### config.mk
export PLATFORM = sky130hd
export DESIGN_NAME = regfile_scoreboard
export DESIGN_NICKNAME = d
export VERILOG_FILES = /design/src/rtl/regfile_scoreboard.sv
export SDC_FILE = /design/constraint.sdc
export NUM_CORES = 2
export LEC_CHECK = 0
export BUFFER_PORTS_ARGS = -buffer_cell sky130_fd_sc_hd__buf_4
export CAP_MARGIN = 20
export CORE_MARGIN = 3
export CORE_UTILIZATION = 45
export DETAILED_ROUTE_END_ITERATION = 10
export MAX_ROUTING_LAYER = met4
export SKIP_CTS_REPAIR_TIMING = 1
export SLEW_MARGIN = 20
export SYNTH_ARGS = -nofsm -noshare
export SYNTH_HDL_FRONTEND = slang
export SYNTH_SLANG_ARGS = --single-unit
### constraint.sdc
create_clock -name CLK -period 28.6 [get_ports CLK]
set_input_delay 0 -clock CLK [delete_from_list [all_inputs] [get_ports CLK]]
set_output_delay 0 -clock CLK [all_outputs]
set_load 0.01 [all_outputs]
### src/rtl/regfile_scoreboard.sv
// Integer register file with parametrised read ports, optional write-back bypass
// and a per-register pending-write scoreboard that raises STALL on RAW/WAW hazards.
module regfile_scoreboard #(
    parameter int unsigned DATA_WIDTH = 32,
    parameter int unsigned ADDR_WIDTH = 5,
    parameter int unsigned NUM_RD     = 2,
    parameter int unsigned BYPASS     = 1
) (
    input  logic                         CLK,
    input  logic                         RES,
    input  logic [NUM_RD*ADDR_WIDTH-1:0] A_Q,
    input  logic [NUM_RD-1:0]            RD_USE,
    output logic [NUM_RD*DATA_WIDTH-1:0] Q,
    output logic [NUM_RD-1:0]            Q_BUSY,
    input  logic [DATA_WIDTH-1:0]        D,
    input  logic [ADDR_WIDTH-1:0]        A_D,
    input  logic                         write_enable,
    input  logic                         ISSUE_EN,
    input  logic [ADDR_WIDTH-1:0]        A_ISSUE,
    input  logic                         FLUSH,
    output logic                         STALL
);

    localparam int unsigned DEPTH  = 2 ** ADDR_WIDTH;
    localparam bit          BYP_EN = (BYPASS != 0);

    logic [DATA_WIDTH-1:0] regs [DEPTH];
    logic [DEPTH-1:0]      busy;

    logic wb_valid;
    logic wb_hit_issue;
    logic issue_busy;
    logic issue_set;

    // Writes to x0 are discarded, so x0 data stays zero and it is never cleared/set busy.
    assign wb_valid     = write_enable && (A_D != '0);
    assign wb_hit_issue = wb_valid && (A_D == A_ISSUE);
    // A bypassed write-back retires the pending producer in the same cycle.
    assign issue_busy   = busy[A_ISSUE] && !(BYP_EN && wb_hit_issue);

    // Hazard detection: RAW on any used operand, WAW on the issue destination.
    assign STALL = !RES && ((|(Q_BUSY & RD_USE)) ||
                            (ISSUE_EN && (A_ISSUE != '0) && issue_busy));

    assign issue_set = ISSUE_EN && !STALL && !FLUSH && (A_ISSUE != '0);

    // Combinational read ports with optional write-back forwarding.
    for (genvar k = 0; k < NUM_RD; k++) begin : g_rd
        logic [ADDR_WIDTH-1:0] addr;
        logic                  fwd;

        assign addr = A_Q[k*ADDR_WIDTH +: ADDR_WIDTH];
        assign fwd  = BYP_EN && wb_valid && (A_D == addr);

        assign Q[k*DATA_WIDTH +: DATA_WIDTH] =
            (RES || (addr == '0)) ? '0 :
            fwd                   ? D  : regs[addr];
        assign Q_BUSY[k] = !RES && (addr != '0) && !fwd && busy[addr];
    end

    // Register data: async clear, write-back at the edge (never blocked by FLUSH).
    always_ff @(posedge CLK or posedge RES) begin
        if (RES) begin
            for (int i = 0; i < DEPTH; i++) begin
                regs[i] <= '0;
            end
        end else if (wb_valid) begin
            regs[A_D] <= D;
        end
    end

    // Scoreboard: flush beats issue-set, which beats write-back clear.
    always_ff @(posedge CLK or posedge RES) begin
        if (RES) begin
            busy <= '0;
        end else if (FLUSH) begin
            busy <= '0;
        end else begin
            if (wb_valid) begin
                busy[A_D] <= 1'b0;
            end
            // Later assignment wins when issue and write-back hit the same register.
            if (issue_set) begin
                busy[A_ISSUE] <= 1'b1;
            end
        end
    end

endmodule

Word-level counts from Yosys, hierarchy flattened
Cells that the tools add are included.
{ "word_totals": {"regBits": 1056, "elab_cells": 116} }
{ "op_classes": {"n_lt_le_gt_ge": 10, "eq_ne": 3, "n_mux": 27, "bitwise_logic": 7, "reduce_logical": 36} }
{ "op_table": {"columns": ["cell", "count"], "rows": [
  ["1024-bit bitwise mux", 1],
  ["32-bit two-way mux", 13],
  ["32-bit binary-select mux with 5-bit select", 2],
  ["32-bit demux with 5-bit select", 1],
  ["32-bit AND", 1],
  ["32-bit inverter", 1],
  ["32-bit bitwise OR", 1],
  ["5-bit by 6-bit < comparator with 1-bit output, second input constant", 4],
  ["1-bit logical AND", 20],
  ["5-bit nonzero test", 4],
  ["6-bit >= comparator, second input constant", 3],
  ["5-bit inverter with 6-bit output", 3],
  ["1-bit binary-select mux with 5-bit select", 3],
  ["5-bit == test", 3],
  ["1-bit demux with 5-bit select", 2],
  ["5-bit by 1-bit >= comparator with 1-bit output, second input constant", 2],
  ["5-bit zero test", 2],
  ["1-bit zero test", 6],
  ["6-bit by 1-bit < comparator with 1-bit output, second input constant", 1],
  ["1-bit two-way mux", 5],
  ["1-bit logical OR", 3],
  ["2-bit AND", 1],
  ["2-bit OR reduction", 1]
]} }

Longest topological paths before layout
{ "logic_depth": {"word_depth": 16, "ltp_mapped": 12, "depth_no_buf": 6} }

Worst setup path before layout
Ideal clock, no wire load.
{ "synth_timing": {"path_type": "input port to flip-flop", "startpoint": "input port RES", "endpoint": "register busy[10]", "t_arrival_ns": 26.582, "slack_ns": 1.852, "stages": 6, "path_cell_list": "inv_1 > o41ai_1 > a31oi_1 > a41o_4 > buf_6 > o41ai_2"} }
{ "synth_between": {"elab_chain_cells": 14, "elab_cells_between_ends": 17, "classes_between": "mux: 2; bitwise: 1; reduce/logical: 14"} }
{ "synth_lines": {"columns": ["element", "line_no", "rtl"], "rows": [
  ["start, declared", "10", "input logic RES,"],
  ["1-bit zero test (no source line) *", null, null],
  ["1-bit logical AND (3 in a row)", "58", "assign Q_BUSY[k] = !RES && (addr != '0) && !fwd && busy[addr];"],
  ["2-bit AND", "42", "assign STALL = !RES && ((|(Q_BUSY & RD_USE)) ||"],
  ["2-bit OR reduction", "42", null],
  ["1-bit logical OR", "42", null],
  ["1-bit logical AND *", "42", null],
  ["1-bit zero test *", "45", "assign issue_set = ISSUE_EN && !STALL && !FLUSH && (A_ISSUE != '0);"],
  ["1-bit logical AND * (3 in a row)", "45", null],
  ["32-bit two-way mux *", "83", "if (issue_set) begin"],
  ["32-bit two-way mux *", "76", "end else if (FLUSH) begin"],
  ["end signal, assigned", "75", "busy <= '0;"],
  ["end signal, assigned", "77", "busy <= '0;"],
  ["end signal, assigned by index", "84", "busy[A_ISSUE] <= 1'b1;"],
  ["end, declared", "28", "logic [DEPTH-1:0] busy;"]
]} }
Mark *: on every way between the ends. The rest lies on a longest branch, timed or not.
A chain may end at the register's enable or synchronous reset.

Final worst setup path
{ "layout_timing": {"startpoint": "input port A_Q[0]", "endpoint": "output port Q[8]"} }
{ "layout_between": {"elab_chain_cells": 6, "elab_cells_between_ends": 10, "classes_between": "eq/ne: 1; mux: 5; bitwise: 1; reduce/logical: 3"} }
{ "layout_lines": {"columns": ["element", "line_no", "rtl"], "rows": [
  ["start, declared", "11", "input logic [NUM_RD*ADDR_WIDTH-1:0] A_Q,"],
  ["5-bit inverter with 6-bit output (implied by the code)", "57", "fwd ? D : regs[addr];"],
  ["32-bit binary-select mux with 5-bit select", "57", null],
  ["32-bit two-way mux (implied by the code) (2 in a row)", "57", null],
  ["32-bit two-way mux", "57", null],
  ["32-bit two-way mux *", "56", "(RES || (addr == '0)) ? '0 :"],
  ["end, declared", "13", "output logic [NUM_RD*DATA_WIDTH-1:0] Q,"]
]} }
Mark *: on every way between the ends. The rest lies on a longest branch, timed or not. The select of a mux whose other input is x is not followed.

==> flow_summary_export.csv <==
group,metric,value,unit
global_route,grt_max_degree,182,
place,placed_area,0.0603,mm^2
sta,finalSetupTns,0,ns
critical_path,worst-path-buf-inv,5,
flow_run,maxCapViolations,0,
detailed_routing,drt-pass1-iter-count,7,
synthesis,syn_area_per_cell,13.4,um^2
synthesis,ys_ff_latch,1056,
synthesis,synth_fa_ha_area_share,0,%
critical_path,critPathTopFamily,"buffers and inverters",
critical_path,crit_path_end_kind,"primary output",
synthesis,synth_ff_type,"dfrtp_1",
pwr,ir_drop,44.7,uV
pwr,p_leak,0.0281,uW
detailed_routing,drt-initial-drc-count,3913,
detailed_routing,wl,195000,um
critical_path,cp.required,28.60,ns
critical_path,crit_chain,"buf_8, buf_4, buf_4, buf_4, mux4_2, or3_1, o211ai_1, o21ai_0, a32o_1, buf_4",
floorplan,die_x,366,um
synthesis,yosysMostFrequentCell,"dfrtp_1",
synthesis,synth_xor_area_share,0.225,%
critical_path,worstSetupPathType,"input pin to primary output",
synthesis,ys_warn_count,0,
sta,final-setup-viol-count,0,
global_route,grt_pass1_vias,40600,
synthesis,syn_inst,4354,
detailed_routing,dr_total_vias,40400,
run_status,outcome,"completed",
floorplan,initial_core_util,45.6,%
pwr,pwr_density_cell,67.4,mW/mm^2
sta,worstMarginPinSlew,1.17,ns
synthesis,synth_top_family_by_area,"multiplexers",
sta,fin_crit_sh,17.3,%
hold_path,hold_class,"input pin to flip-flop",
synthesis,synth_cell_types,63,
global_route,grt_pass1_wl,286000,um
pwr,fin_total_pwr,4350,uW
synthesis,syn_nets,4413,
synthesis,syn_area,0.0585,mm^2
synthesis,synth-edff-count,0,
critical_path,crit_path_top_delay_cell,"buf_4",
synthesis,synthArstFlopShare,100,%
sta,hold_ws,0.0203,ns
cts,cts_buffer_depth,3,
sta,relSlewSlack,22.1,%
place,port_buffers,125,
sta,final.setup_skew,0.0270,ns
critical_path,crit_path_max_fanout,69,
synthesis,synth_top_area_share,45.2,%
sta,min_period,4.96,ns
synthesis,yosysTopAreaCell,"dfrtp_1",
finish,multiInputGateArea,0.0300,mm^2
detailed_routing,antenna_left,0,
synthesis,yosys-top-cells-area,"dfrtp_1 45%, mux2_2 20%, mux4_2 11%",
synthesis,synthTopCellsByCount,"1,056 x dfrtp_1, 1,013 x mux2_2, 490 x mux2i_1",
cts,htree_num_levels,3,
finish,final_layout_size_suffix_gt1_share,40.4,%
global_route,antenna_found_initial,5,
critical_path,max_stage_delay,0.86,ns
place,place_congestion,0.792,
finish,final_cell_area,0.0646,mm^2
cts,cts_sinks,1056,
cts,clk_latency,0.74,ns
synthesis,seq_area_frac_synth,45.2,%
detailed_routing,wire_per_inst,32.3,um
critical_path,cp.arrival,4.96,ns
cts,cts_tree,"built",
sta,hold_violations,0,
sta,max_freq,0.202,GHz
global_route,globalRouteOverflowTotal,0,
floorplan,boundaryPins,126,
sta,drv_slew,0,
cts,cts-root-buf,"clkbuf_16",
global_route,gr-usage-all-layers,29.4,%
critical_path,cp_common_cell,"buf_4",
place,hpwl,100000,um
detailed_routing,drc,0,
synthesis,synth_compound_area_share,8.86,%
synthesis,synthSimpleGateAreaFrac,2.76,%
synthesis,synth.area.mux_share,39.0,%
finish,areaGrowthSynthToFinish,10.4,%
critical_path,crit_path_start_kind,"input pin",
sta,rsz0062_at_grt,"false",
cts,cts_buffers,117,
finish,register_area,0.0264,mm^2
detailed_routing,viasPerCell,6.69,
floorplan,rows,131,
floorplan,coreArea,0.128,mm^2
cts,clkTransAtPathRegs,0.07,ns
floorplan,dieArea,0.134,mm^2
finish,n_fill_cell,11100,
finish,final_nets,4274,
floorplan,die_h,366,um
## state kept, by name, indices dropped and copies added (netlist names)
register and cells:
busy 32, regs 1024
## cells in the final DEF (no fill, tap or decap), drive strengths merged, types with 5 or more instances in the layout
master	netlist	routed
dfrtp	1056	1056
mux2	1015	1015
mux2i	490	490
mux4	285	285
a221oi	217	217
buf	190	200
clkbuf	313	175
a22oi	111	111
nor2	94	94
nand2	90	90
nand3	71	71
o211ai	68	68
o21ai	55	55
a32o	45	45
dlygate4sd3	0	43
a21oi	32	32
o31ai	24	24
o221ai	23	23
nor3b	23	23
clkinv	1	22
o22ai	15	15
a32oi	15	15
and2	13	13
clkinvlp	0	11
xor2	10	10
nor2b	9	9
o41ai	9	9
a2111oi	7	7
inv	6	7
o21a	6	6
and3	6	6
o21bai	5	5
a311o	5	5
xnor2	5	5
## worst min-delay path, stage by stage
cell and delay [ns]:
buf_4 0.09, a41o_4 0.50, o31ai_2 0.11
## worst paths after layout
check                           start  depth (start not counted)  slack, ns         end
setup / recovery               A_Q[0]                         10      23.64        Q[8]
hold / removal              RD_USE[1]                          3       0.02     busy[1]
setup reg to reg             busy[15]                          5      25.89     busy[6]
hold reg to reg            regs[1022]                          0       0.39  regs[1022]
max in group asynchronous         RES                          9      25.30   regs[566]
min in group asynchronous         RES                          4       0.51     busy[4]
## cell families (layout without fill, tap and decap cells)
family,Yosys count,count (layout)
flip-flops,1056,1056
other,0,2
XOR/XNOR,15,15
buffers and inverters,510,462
multiplexers,1790,1790
AND/OR/NAND/NOR,335,335
AO/OA/AOI/OAI,648,648
## per-stage QoR
| step | util [%] | cells | setup slack, ns |
|---|---|---|---|
| floorplan | - | 4354 | 10.42 |
| global placement | 46.9 | 5778 | 23.65 |
| CTS | 49.9 | 5990 | 23.66 |
| detailed placement | 47.0 | 5780 | 23.65 |
| finish | 50.3 | 6037 | 23.64 |
| global route | 50.3 | 6037 | 23.37 |
## layer usage
metal  global-route usage [%]  vias up  share of wire, %  wire [um]
met5                        -        -                 0          0
met4                     11.4        0               4.0       7760
met3                     4.90      445               7.0      13600
met2                     46.2     1604                47      92400
met1                     38.4    21700                42      81100
li1                         -    16700                 -          -
## final cells by class
type                    instances  area share, %
multi-input cells            2788           46.5
flip-flops and latches       1056           40.9
clock buffers                 173           5.31
well taps                    1729           3.35
repair buffers                245           3.29
clock inverters                37          0.548
inverters                       7         0.0562
diodes                          2        0.00775
## power by group
group | internal [uW] | switching [uW] | total [uW] | leakage [uW]
sequential | 1770 | 201 | 1970 | 0.0136
combinational | 488 | 384 | 872 | 0.0127
clock | 862 | 645 | 1510 | 0.00184
Power figures use the tool's default switching activity.
